--- src/rtl/idma_nd_req_arbiter.sv ---
// Round-robin arbiter sharing one ND midend between NumReq frontends, with an in-order
// tracker that routes midend responses back to their owners. Optional macro: IDMA_ND_ARB_PERF_EN.
module idma_nd_req_arbiter #(
  parameter int unsigned NumReq         = 2,
  parameter int unsigned MaxOutstanding = 4,
  parameter type         idma_nd_req_t  = logic,
  parameter type         idma_rsp_t     = logic
) (
  input  logic                        clk_i,
  input  logic                        rst_ni,
  input  idma_nd_req_t [NumReq-1:0]   req_i,
  input  logic         [NumReq-1:0]   req_valid_i,
  output logic         [NumReq-1:0]   req_ready_o,
  output idma_rsp_t    [NumReq-1:0]   rsp_o,
  output logic         [NumReq-1:0]   rsp_valid_o,
  input  logic         [NumReq-1:0]   rsp_ready_i,
  output idma_nd_req_t                nd_req_o,
  output logic                        nd_req_valid_o,
  input  logic                        nd_req_ready_i,
  input  idma_rsp_t                   nd_rsp_i,
  input  logic                        nd_rsp_valid_i,
  output logic                        nd_rsp_ready_o,
  output logic                        busy_o
`ifdef IDMA_ND_ARB_PERF_EN
  ,
  output logic [NumReq-1:0][31:0]     perf_done_o
`endif
);

  localparam int unsigned IdW  = (NumReq > 1) ? $clog2(NumReq) : 1;
  localparam int unsigned CntW = $clog2(MaxOutstanding + 1);
  localparam int unsigned PtrW = (MaxOutstanding > 1) ? $clog2(MaxOutstanding) : 1;

  typedef logic [IdW-1:0]  id_t;
  typedef logic [PtrW-1:0] ptr_t;
  typedef enum logic [0:0] {StIdle, StLocked} state_e;

  state_e                  state_q, state_d;
  id_t                     grant_q, grant_d;
  id_t                     rr_ptr_q, rr_ptr_d;
  id_t [MaxOutstanding-1:0] mem_q, mem_d;
  ptr_t                    rd_ptr_q, rd_ptr_d, wr_ptr_q, wr_ptr_d;
  logic [CntW-1:0]         cnt_q, cnt_d;

  logic sel_found, full, empty, push, pop, bypass, route_vld, wr_en, rd_en;
  id_t  sel_id, push_id, route_id;

  function automatic id_t rr_idx(input id_t base, input int unsigned off);
    int unsigned sum;
    sum = 32'(base) + off;
    if (sum >= NumReq) sum = sum - NumReq;
    return id_t'(sum);
  endfunction

  function automatic ptr_t ptr_inc(input ptr_t p);
    return (p == ptr_t'(MaxOutstanding - 1)) ? '0 : p + ptr_t'(1);
  endfunction

  assign full  = (cnt_q == CntW'(MaxOutstanding));
  assign empty = (cnt_q == '0);

  // First valid requester at or after the round-robin pointer.
  always_comb begin
    sel_found = 1'b0;
    sel_id    = '0;
    for (int unsigned k = 0; k < NumReq; k++) begin
      if (!sel_found && req_valid_i[rr_idx(rr_ptr_q, k)]) begin
        sel_found = 1'b1;
        sel_id    = rr_idx(rr_ptr_q, k);
      end
    end
  end

  always_comb begin
    state_d        = state_q;
    grant_d        = grant_q;
    rr_ptr_d       = rr_ptr_q;
    nd_req_o       = req_i[0];
    nd_req_valid_o = 1'b0;
    req_ready_o    = '0;
    push           = 1'b0;
    push_id        = sel_id;
    unique case (state_q)
      StIdle: begin
        if (sel_found && !full) begin
          nd_req_o            = req_i[sel_id];
          nd_req_valid_o      = 1'b1;
          req_ready_o[sel_id] = nd_req_ready_i;
          if (nd_req_ready_i) begin
            push     = 1'b1;
            rr_ptr_d = rr_idx(sel_id, 1);
          end else begin
            grant_d = sel_id;
            state_d = StLocked;
          end
        end
      end
      StLocked: begin
        push_id              = grant_q;
        nd_req_o             = req_i[grant_q];
        nd_req_valid_o       = req_valid_i[grant_q];
        req_ready_o[grant_q] = nd_req_ready_i;
        if (req_valid_i[grant_q] && nd_req_ready_i) begin
          push     = 1'b1;
          rr_ptr_d = rr_idx(grant_q, 1);
          state_d  = StIdle;
        end
      end
      default: state_d = StIdle;
    endcase
    if (!rst_ni) begin
      nd_req_o       = req_i[0];
      nd_req_valid_o = 1'b0;
      req_ready_o    = '0;
      push           = 1'b0;
    end
  end

  // Empty tracker routes to the ID being accepted right now (zero-transfer error responses).
  always_comb begin
    route_vld      = 1'b0;
    route_id       = mem_q[rd_ptr_q];
    bypass         = 1'b0;
    rsp_valid_o    = '0;
    nd_rsp_ready_o = 1'b0;
    if (!empty) begin
      route_vld = 1'b1;
    end else if (push) begin
      route_vld = 1'b1;
      route_id  = push_id;
      bypass    = 1'b1;
    end
    if (route_vld && rst_ni) begin
      rsp_valid_o[route_id] = nd_rsp_valid_i;
      nd_rsp_ready_o        = rsp_ready_i[route_id];
    end
    pop   = nd_rsp_valid_i & nd_rsp_ready_o;
    wr_en = push & ~(bypass & pop);
    rd_en = pop & ~bypass;

    mem_d    = mem_q;
    wr_ptr_d = wr_ptr_q;
    rd_ptr_d = rd_ptr_q;
    cnt_d    = cnt_q;
    if (wr_en) begin
      mem_d[wr_ptr_q] = push_id;
      wr_ptr_d        = ptr_inc(wr_ptr_q);
    end
    if (rd_en) rd_ptr_d = ptr_inc(rd_ptr_q);
    if (wr_en && !rd_en) cnt_d = cnt_q + CntW'(1);
    else if (rd_en && !wr_en) cnt_d = cnt_q - CntW'(1);
  end

  always_comb begin
    for (int unsigned i = 0; i < NumReq; i++) rsp_o[i] = nd_rsp_i;
    busy_o = rst_ni & ((state_q == StLocked) | (cnt_q != '0));
  end

  always_ff @(posedge clk_i) begin
    if (!rst_ni) begin
      state_q  <= StIdle;
      grant_q  <= '0;
      rr_ptr_q <= '0;
      mem_q    <= '0;
      rd_ptr_q <= '0;
      wr_ptr_q <= '0;
      cnt_q    <= '0;
    end else begin
      state_q  <= state_d;
      grant_q  <= grant_d;
      rr_ptr_q <= rr_ptr_d;
      mem_q    <= mem_d;
      rd_ptr_q <= rd_ptr_d;
      wr_ptr_q <= wr_ptr_d;
      cnt_q    <= cnt_d;
    end
  end

`ifdef IDMA_ND_ARB_PERF_EN
  logic [NumReq-1:0][31:0] perf_q, perf_d;

  always_comb begin
    perf_d = perf_q;
    if (pop) perf_d[route_id] = perf_q[route_id] + 32'd1;
  end

  always_ff @(posedge clk_i) begin
    if (!rst_ni) perf_q <= '0;
    else         perf_q <= perf_d;
  end

  assign perf_done_o = perf_q;
`endif

`ifndef SYNTHESIS
  // A locked requester must keep valid high and its payload unchanged until accepted.
  assert property (@(posedge clk_i) disable iff (!rst_ni)
    (state_q == StLocked) |-> (req_valid_i[grant_q] && $stable(nd_req_o)));

  assert property (@(posedge clk_i) disable iff (!rst_ni)
    (empty && !push) |-> !nd_rsp_valid_i);
`endif

endmodule

--- config.mk ---
export PLATFORM = sky130hd
export DESIGN_NAME = idma_nd_req_arbiter
export DESIGN_NICKNAME = d
export VERILOG_FILES = /design/src/rtl/idma_nd_req_arbiter.sv
export SDC_FILE = /design/constraint.sdc
export NUM_CORES = 1
export LEC_CHECK = 0
export CORE_ASPECT_RATIO = 0.8
export CORE_MARGIN = 2
export CORE_UTILIZATION = 35
export CTS_CLUSTER_SIZE = 25
export DETAILED_ROUTE_END_ITERATION = 10
export MAX_ROUTING_LAYER = met4
export PLACE_DENSITY = 0.59
export SYNTH_ARGS = -nofsm -noshare
export SYNTH_HDL_FRONTEND = slang
export SYNTH_SLANG_ARGS = --single-unit
export TNS_END_PERCENT = 20
--- constraint.sdc ---
create_clock -name clk_i -period 2.5 [get_ports clk_i]
set_clock_uncertainty 0.2 [all_clocks]
set_input_delay 0.25 -clock clk_i [delete_from_list [all_inputs] [get_ports clk_i]]
set_output_delay 0.25 -clock clk_i [all_outputs]
set_load 0.03 [all_outputs]
---- Yosys cells after proc, flatten, opt, wreduce, memory -nomap -nowiden ----
Cells that the tools add are included.
word-level totals
  register bits after elaboration ......... 14
  latch bits .............................. 0
  memory bits (writable) .................. 0
  memory bits (read-only) ................. 0
  input bits .............................. 11
  output and inout port bits .............. 10
  word-level logic and storage cells ...... 139
  memories ................................ 0
operators by class
  add/subtract/negate cells ............... 11
  multipliers ............................. 0
  div/mod/pow operators ................... 0
  order comparisons ....................... 15
  eq/ne operators ......................... 6
  shift-type cells ........................ 0
  muxes and demuxes ....................... 65
  bitwise operators ....................... 13
  reduce and logical (&&, ||, !) cells .... 19
operator list
  cell                                                                   count
  1-bit two-way mux                                                      46
  1-bit logical AND                                                      10
  1-bit by 2-bit < comparator with 1-bit output (second input constant)  5
  2-bit two-way mux                                                      5
  1-bit case mux with 2 select lines                                     5
  1-bit by 1-bit adder with 2-bit output (second input constant)         3
  2-bit bitwise AND                                                      3
  2-bit greater-or-equal comparator (second input constant)              3
  2-bit by 3-bit < comparator with 1-bit output (second input constant)  2
  3-bit two-way mux                                                      2
  3-bit AND reduction                                                    2
  1-bit bitwise AND                                                      5
  2-bit by 1-bit adder with 2-bit output (second input constant)         2
  4-bit bitwise mux                                                      1
  2-bit == test (second input constant)                                  2
  1-bit logical NOT                                                      4
  2-bit inequality test (second input constant)                          2
  1-bit inverter                                                         4
  2-bit case mux with 2 select lines                                     1
  1-bit subtractor (second input constant)                               4
  3-bit by 1-bit adder with 3-bit output (second input constant)         1
  1-bit demux with 1-bit select                                          3
  3-bit == test (second input constant)                                  1
  1-bit greater-or-equal comparator (second input constant)              3
  other kinds (10)                                                       10

---- Depth between registers and ports, before layout ----
Gate-level depths: netlist of run 1.
  depth after elaboration ................. 25
  mapped depth ............................ 10

---- Worst setup path after synthesis of run 1 ----
OpenSTA, ideal clock, no wires.
  path type ............................... reg-to-reg
  start point ............................. reg rd_ptr_q[0]
  end point ............................... reg cnt_q[2]
  setup time .............................. 76 ps
  arrival time ............................ 2462 ps
  required time ........................... 2224 ps
  slack ................................... -238 ps
  stages on the path, launching flop included .. 11
  clock period less this slack ............ 2738 ps
  cells stage by stage .................... dfxtp_1 mux4_2 mux2i_1 or3_1 buf_2 ha_1 inv_1 fa_1 xor2_1 or3_1 a21boi_0
between the ends
  cells in the longest elaborated chain, start to end .. 14
  elaborated cells between the ends (all ways) .. 18
  those cells by class .................... 8 x mux; 5 x bitwise; 5 x reduce/logical
ends and longest elaborated chain
  element                                                 RTL line  text
  start, declared                                         42        ptr_t rd_ptr_q, rd_ptr_d, wr_ptr_q, wr_ptr_d;
  start signal, assigned                                  173       rd_ptr_q <= rd_ptr_d;
  1-bit binary-select mux with 2-bit select *             122       route_id = mem_q[rd_ptr_q];
  1-bit two-way mux (implied by the code) *               122
  1-bit two-way mux                                       128       end else if (push) begin
  1-bit two-way mux *                                     126       if (!empty) begin
  1-bit two-way mux (implied by the code) * (2 in a row)  135       nd_rsp_ready_o = rsp_ready_i[route_id];
  1-bit two-way mux *                                     133       if (route_vld && rst_ni) begin
  1-bit bitwise AND *                                     137       pop = nd_rsp_valid_i & nd_rsp_ready_o;
  1-bit bitwise AND                                       138       wr_en = push & ~(bypass & pop);
  1-bit inverter                                          138
  1-bit bitwise AND                                       138
  1-bit logical NOT                                       151       else if (rd_en && !wr_en) cnt_d = cnt_q - CntW'(1);
  1-bit logical AND                                       151
  2-bit nonzero test (no line)                            n/a
  end signal, assigned                                    175       cnt_q <= cnt_d;
  end, declared                                           43        logic [CntW-1:0] cnt_q, cnt_d;
Every way passes the cells marked *; elsewhere a longest branch is shown, timed or not. The select of a mux whose other input is x is not followed.
A chain may end at the register's enable or synchronous reset.

---- Final worst setup path of run 1 ----
Same ends and word-level chain as after synthesis.

==> implementation parameters, run 1 <==
Parameter                              Value

Drt
  Vias after detailed routing    888
  Number of design rule violations left after detail routing    0
  Average wire per cell in the routed design    around 13 um
  Count of nets left with antenna violations after detail routing    0
  Final WL    between 2 and 2.5 mm
  DRC marker count from the first detailed-route iteration    31
  Detailed Routing Iterations Pass 1    4
  Avg Vias per Cell    roughly 4.7

Floorplanning
  Chip width    between 60 and 70 um
  Initial Util    0.3790
  Number of cell rows    16
  Number of top-level pins    21
  Vert. Die Dim    around 50 um
  Core outline area    roughly 2500 um2
  Total Die Area    3145 um2

Global routing
  Via count of the first global-routing pass    between 800 and 900
  Final global-route overflow total    0
  Largest net degree at the start of global routing    12
  Global-route usage over all layers    0.1703
  Met1 capacity usage during global routing    0.2289
  Wire length of the first global-routing pass    between 4 and 5 mm
  Antenna violations before repair    0
  Met3 Resource Use GR    0.05157
  Met2 track demand over resource in global routing    0.2482
  Busiest metal layer after global routing    met2

Cells and area
  Number of nets in the layout    approximately 170
  Fraction of final layout cells with drive strength greater than 1    0.3709
  Post-synthesis to final-layout area growth    48.68%
  Area used by multi-input combinational logic    a little under 700 um2
  Number of fill cells    235
  FF/Latch Area    282.8 um2
  Final Cell Area    between 1000 and 1500 um2
  Number of non-filler instances in the completed layout    roughly 190
  N_diodes    0

Placement
  Number of port buffers    17
  Worst setup timing slack at the placement stage    -0.4660 ns
  Post-placement cell count    around 180
  Post-DP HPWL    around 1.8 mm
  Instance area after placement    about 1300 um2
  Last weighted congestion value of the routability-driven placer    ~0.9

Yosys
  Count of synthesis-stage warnings from yosys    0
  Post-Syn Nets    about 130
  Cell type with the largest total area after synthesis    sky130_fd_sc_hd__dfxtp_1
  Number of enable flip-flop cells after synthesis    0
  Summed instance area of the synthesized netlist    between 900 and 1000 um2
  Synthesis-stage register bit count    14
  Cell with the most instances after synthesis    sky130_fd_sc_hd__dfxtp_1
  Leading post-synthesis cells by cell area    sky130_fd_sc_hd__dfxtp_1, sky130_fd_sc_hd__mux2i_1, sky130_fd_sc_hd__ha_1, sky130_fd_sc_hd__and2_1, sky130_fd_sc_hd__nand3_1
  Number of standard cells after synthesis    110
  Fraction of the yosys area taken by sequential cells    0.2955
  Most numerous cell types in the synthesized netlist    sky130_fd_sc_hd__dfxtp_1, sky130_fd_sc_hd__mux2i_1, sky130_fd_sc_hd__nand2_1
  Top FF cell, synth    sky130_fd_sc_hd__dfxtp_1
  Synth cell types    33
  Average instance area after synthesis    8.622 um2
  Share of synthesized registers carrying an async set or reset    0
  Synth top area share    0.2955

Power
  Reported leakage power    around 0.63 nW
  PwrDens    ~510 nW/um2
  Power, Total    between 0.7 and 0.8 mW
  Max rail drop VDD    roughly 0.29 mV

Worst setup path
  Endpoint kind of the worst setup timing path    flop
  Worst-path cell chain    mux4_2 -> mux2i_2 -> or3_4 -> ha_4 -> inv_2 -> fa_2 -> xor2_1 -> or3_1 -> a21boi_2
  Data required time of the critical path    2.52 ns
  Biggest fanout along the worst timing path    2
  Cell with the biggest individual delay on the critical path    sky130_fd_sc_hd__mux4_2
  Max incr delay on CP    ~0.53 ns
  Arrival time reported for the critical path endpoint    2.66 ns
  Kind of start point of the critical path    flop
  Classification of the worst setup path    reg2reg

Clocking
  CTS root buf    sky130_fd_sc_hd__clkbuf_4
  Clock slew at the register clock pins of the worst setup and hold paths    0.08 ns
  Clock buffers created by TritonCTS    3
  Clock insertion delay at the later pin of the skew report    around 0.28 ns
  TritonCTS clock tree    yes
  Clock H-tree levels    1
  Number of buffers on the longest clock path    2
  Clock Sink Count    14

Timing
  Setup repair after global routing missed its margin    true
  Fin Setup TNS    -0.2522 ns
  Setup Viol. Count Final    2
  Final Critical Period    2.646 ns
  F_max    roughly 380 MHz
  Final Hold Viols    0
  Final-report max-slew violation count    0
  Part of the cycle the worst path needs    1.059
  Max transition margin    0.7932
  Smallest setup slack after layout    -0.1465 ns
  Worst slew pin tran    just over 0.3 ns

Min path
  Worst min-delay path category    reg2reg

Run
  Max-cap check violation count    0

Status
  Run status    finished with violations
  Violations in the final reports    setup timing
cells by family (layout without fill, tap and decap cells):
logic type	after synthesis	after routing	share of synthesized area
DFF	14	14	0.2955
buffers and inverters	10	51	0.04881
and+or+nand+nor	46	46	0.2626
muxes	13	13	0.1530
AOI/OAI and AO/OA	18	18	0.1214
adders and majority gates	7	7	0.1003
xor gates and xnor gates	2	2	0.01847
state kept, by name, summed over array words and instances, names as in the netlist:
register / cells
rd_ptr_q: 2
grant_q: 1
mem_q: 4
state_q: 1
rr_ptr_q: 1
wr_ptr_q: 2
cnt_q: 3
stage by stage:
| stage | util | hold WS (ns) |
|---|---|---|
| 6_report | 0.5635 | 0.2637 |
| 3_3_place_gp | 0.5325 | 0.2490 |
| 4_1_cts | 0.5505 | 0.2652 |
| 5_1_grt | 0.5635 | 0.2828 |
| 2_1_floorplan | - | 0.2353 |
| 3_5_place_dp | 0.5325 | 0.2518 |
layout make-up:
class                      instances  share of cell area
multi-input combinational         86              0.4845
timing repair buffer              43              0.2538
sequential                        14              0.2005
tap                               36             0.03194
clock buffer                       3             0.01597
inverter                           5             0.01331
layer usage:
metal / wire length (um) / up-vias
li1: - / 469
met1: 1193 / 403
met2: 1048 / 14
met3: 82 / 2
met4: 15 / 0
met5: 0 / -
critical path, delay by kind of cell (launching register included):
family / cells / cell delay, ns
multiplexers: 2 / 0.75
AND/OR/NAND/NOR: 2 / 0.50
adder cells (fa/ha/maj): 2 / 0.46
flip-flops: 1 / 0.35
XOR/XNOR: 1 / 0.17
AO/OA/AOI/OAI: 1 / 0.12
buffers and inverters: 1 / 0.03
timing repair:
action,CTS,global route
gates resized for setup,6,9
setup buffers,1,0
setup endpoints to repair,3,6
hold buffers,0,0
pin swaps,3,3
report_power, final:
| part | internal (mW) | switching (mW) | total, mW | leakage, nW |
|---|---|---|---|---|
| combinational | 0.180 | 0.154 | 0.334 | 0.498 |
| sequential | 0.243 | 0.0212 | 0.264 | 0.115 |
| clock | 0.0559 | 0.0717 | 0.128 | 0.0138 |
layout by cell type (no fill, tap or decap), drive strengths merged, types with 2 or more instances in the layout:
cell type	instances
buf	32
dfxtp	14
nand2	10
mux2i	10
clkdlybuf4s50	9
nand3	8
and2	8
ha	6
inv	5
a21oi	5
nor2b	5
o21ai	4
nor2	3
clkbuf	3
or3	3
a31o	3
nor3	3
o21bai	2
nand2b	2
mux2	2
a21boi	2
worst paths after layout:
check              start  endpoint  slack (ns)  cells after the start
min             mem_q[2]  mem_q[2]        0.26                      2
min reg2reg     mem_q[2]  mem_q[2]        0.26                      2
max reg2reg  rd_ptr_q[0]  cnt_q[2]       -0.15                      9
max          rd_ptr_q[0]  cnt_q[2]       -0.15                      9
Note: power is estimated with default switching activity, not from simulation.
==> inputs of run 2 (changes only) <==
--- a/config.mk
+++ b/config.mk
@@ -12,6 +12,7 @@
 export DETAILED_ROUTE_END_ITERATION = 10
 export MAX_ROUTING_LAYER = met4
 export PLACE_DENSITY = 0.59
+export SLEW_MARGIN = 15
 export SYNTH_ARGS = -nofsm -noshare
 export SYNTH_HDL_FRONTEND = slang
 export SYNTH_SLANG_ARGS = --single-unit
==> results of run 2 <==
Same layout as run 1: the final DEF is identical, and so are final timing and power.
==> inputs of run 3 (changes only) <==
--- a/config.mk
+++ b/config.mk
@@ -11,7 +11,7 @@
 export CTS_CLUSTER_SIZE = 25
 export DETAILED_ROUTE_END_ITERATION = 10
 export MAX_ROUTING_LAYER = met4
-export PLACE_DENSITY = 0.59
+export PLACE_DENSITY = 0.57
 export SLEW_MARGIN = 15
 export SYNTH_ARGS = -nofsm -noshare
 export SYNTH_HDL_FRONTEND = slang
==> constraint.sdc (replaced) <==
create_clock -name clk_i -period 2.7 [get_ports clk_i]
set_clock_uncertainty 0.2 [all_clocks]
set_input_delay 0.27 -clock clk_i [delete_from_list [all_inputs] [get_ports clk_i]]
set_output_delay 0.27 -clock clk_i [all_outputs]
set_load 0.03 [all_outputs]
==> implementation parameters, run 3 (same netlist as run 1, synthesis figures left out) <==
Parameter                              Value

Status
  Run status    finished with violations
  Violations in the final reports    setup timing

Worst setup path
  Reg2Reg Setup Slack    -0.0001 ns
  Endpoint kind of the worst setup timing path    flop
  Arrival time reported for the critical path endpoint    around 2.7 ns
  Classification of the worst setup path    reg2reg
  Kind of start point of the critical path    flop
  Worst-path cell chain    mux4_2 -> mux2i_2 -> or3_4 -> ha_4 -> inv_2 -> fa_2 -> xor2_1 -> or3_1 -> a21boi_2
  Cell with the biggest individual delay on the critical path    sky130_fd_sc_hd__mux4_2
  Biggest fanout along the worst timing path    2
  Data required time of the critical path    2.72 ns
  Max incr delay on CP    roughly 0.54 ns

Cells and area
  N_diodes    0
  Biggest register    mem_q
  Most frequent standard cell in the layout excluding fill and tap cells    sky130_fd_sc_hd__buf_4
  Number of non-filler instances in the completed layout    181
  Number of nets in the layout    around 160
  Leading registers by flop count    mem_q (4), cnt_q (3)
  Final core occ    0.5360
  Most frequent cells in the layout    sky130_fd_sc_hd__buf_4, sky130_fd_sc_hd__dfxtp_1, sky130_fd_sc_hd__nand2_1, sky130_fd_sc_hd__clkdlybuf4s50_1, sky130_fd_sc_hd__mux2i_1
  Post-synthesis to final-layout area growth    41.43%
  Largest register FFs    4
  Fraction of final layout cells with drive strength greater than 1    0.2897

Clocking
  CTS root buf    sky130_fd_sc_hd__clkbuf_4
  Clock slew at the register clock pins of the worst setup and hold paths    roughly 0.09 ns
  Clock insertion delay at the later pin of the skew report    between 0.2 and 0.3 ns
  Clock H-tree levels    1
  Number of buffers on the longest clock path    2
  Clock buffers created by TritonCTS    3
  Clock Sink Count    14
  TritonCTS clock tree    yes

Placement
  Post-DP HPWL    approximately 1.7 mm
  Last weighted congestion value of the routability-driven placer    approximately 0.84
  Number of port buffers    17
  Worst setup timing slack at the placement stage    -0.3284 ns
  Post-placement cell count    176

Power
  Max rail drop VDD    between 0.2 and 0.25 mV
  Internal power    ~0.44 mW
  Switching power summed over all nets    0.2240 mW
  PwrDens    497.0 nW/um2
  Clock share of power    0.234
  Switching part of the total power    0.3360
  Reported leakage power    between 0.5 and 0.6 nW
  Part of the power in registers    0.368
  Portion of total power attributed to combinational logic    0.398

Floorplanning
  Chip width    62.20 um
  Number of cell rows    16
  Initial Util    0.3790
  Vert. Die Dim    between 50 and 60 um
  Total Die Area    roughly 3100 um2
  Number of top-level pins    21
  Core outline area    about 2500 um2

Timing
  Part of the cycle the worst path needs    1.000
  F_max    ~370 MHz
  Max transition margin    0.7673
  Setup Viol. Count Final    1
  Final-report max-slew violation count    0
  Final Hold Viols    0
  Fin Setup TNS    -0.0001186 ns
  Final Critical Period    2.700 ns
  Worst slew pin tran    0.3471 ns
  Worst hold margin    around 0.27 ns
  Setup repair after global routing missed its margin    true
  Smallest setup slack after layout    -0.0001186 ns

Global routing
  Largest net degree at the start of global routing    10
  Busiest metal layer after global routing    met2
  Wire length of the first global-routing pass    ~3.7 mm
  Met1 capacity usage during global routing    0.1771
  Met3 Resource Use GR    0.05157
  Global-route usage over all layers    0.1538
  Met2 track demand over resource in global routing    0.2572
  Via count of the first global-routing pass    roughly 850
  Final global-route overflow total    0
  Antenna violations before repair    0

Drt
  Number of design rule violations left after detail routing    0
  DRC marker count from the first detailed-route iteration    14
  Detailed Routing Iterations Pass 1    4
  Average wire per cell in the routed design    between 10 and 15 um
  Vias after detailed routing    roughly 870
  Final WL    ~2.2 mm
  Avg Vias per Cell    ~4.8
  Count of nets left with antenna violations after detail routing    0

Run
  Max-cap check violation count    0

Min path
  Worst min-delay path category    reg2reg
-- run 3: changes by cell type in the layout (fill, tap and decap cells not counted), sizes merged --
cell | before | now
buf | 32 | 23
clkbuf | 3 | 4
clkdlybuf4s15 | 1 | 0
clkdlybuf4s50 | 9 | 10
dlygate4sd2 | 0 | 2
-- run 3: layout make-up --
cell class / count / area, um2
multi-input combinational: 86 / 655.6
fill: 253 / 1161
clock buffer: 4 / 36.28
timing repair buffer: 36 / 302.8
tap: 36 / 45.04
sequential: 14 / 282.8
inverter: 5 / 18.77
-- run 3: worst paths after layout --
check | startpoint | end | cells after the start
worst max register to register | rd_ptr_q[0] | cnt_q[2] | 9
worst min-delay path | mem_q[0] | mem_q[0] | 2
worst max-delay path | rd_ptr_q[0] | cnt_q[2] | 9
worst min register to register | mem_q[0] | mem_q[0] | 2
-- run 3: critical path: cells and delay by family (launching register included) --
kind	cells	cell delay (ns)
AND/OR/NAND/NOR	2	0.78
adder cells (fa/ha/maj)	2	0.35
AO/OA/AOI/OAI	1	0.13
buffers and inverters	1	0.05
flip-flops	1	0.35
XOR/XNOR	1	0.06
multiplexers	2	0.72
-- run 3: layer usage --
| metal | wire length (um) | share of wire |
|---|---|---|
| met1 | 1081 | 0.50 |
| met2 | 981 | 0.45 |
| met3 | 105 | 0.048 |
| met4 | 13 | 0.0060 |
| met5 | 0 | 0 |
-- run 3: power by group through the flow --
stage | registers [mW] | logic, mW | clock network [mW]
2_1_floorplan | 0.246 | 0.158 | 0
3_3_place_gp | 0.249 | 0.253 | 0
3_5_place_dp | 0.250 | 0.257 | 0
4_1_cts | 0.245 | 0.257 | 0.161
5_1_grt | 0.248 | 0.295 | 0.172
6_report | 0.245 | 0.265 | 0.156
-- run 3: timing repair --
action | CTS | global route
setup endpoints to repair | 3 | 2
resized for setup | 2 | 11
hold buffers | 0 | 0
gates cloned | 0 | 0
buffers inserted | 0 | 1
pin swaps | 0 | 5
-- run 3: stage by stage --
stage | area (um2) | power, mW
after global routing | 1341 | 0.7148
after floorplan | 952.2 | 0.4042
after CTS | 1299 | 0.6624
final | 1341 | 0.6666
after detailed placement | 1265 | 0.5065
after global placement | 1265 | 0.5028
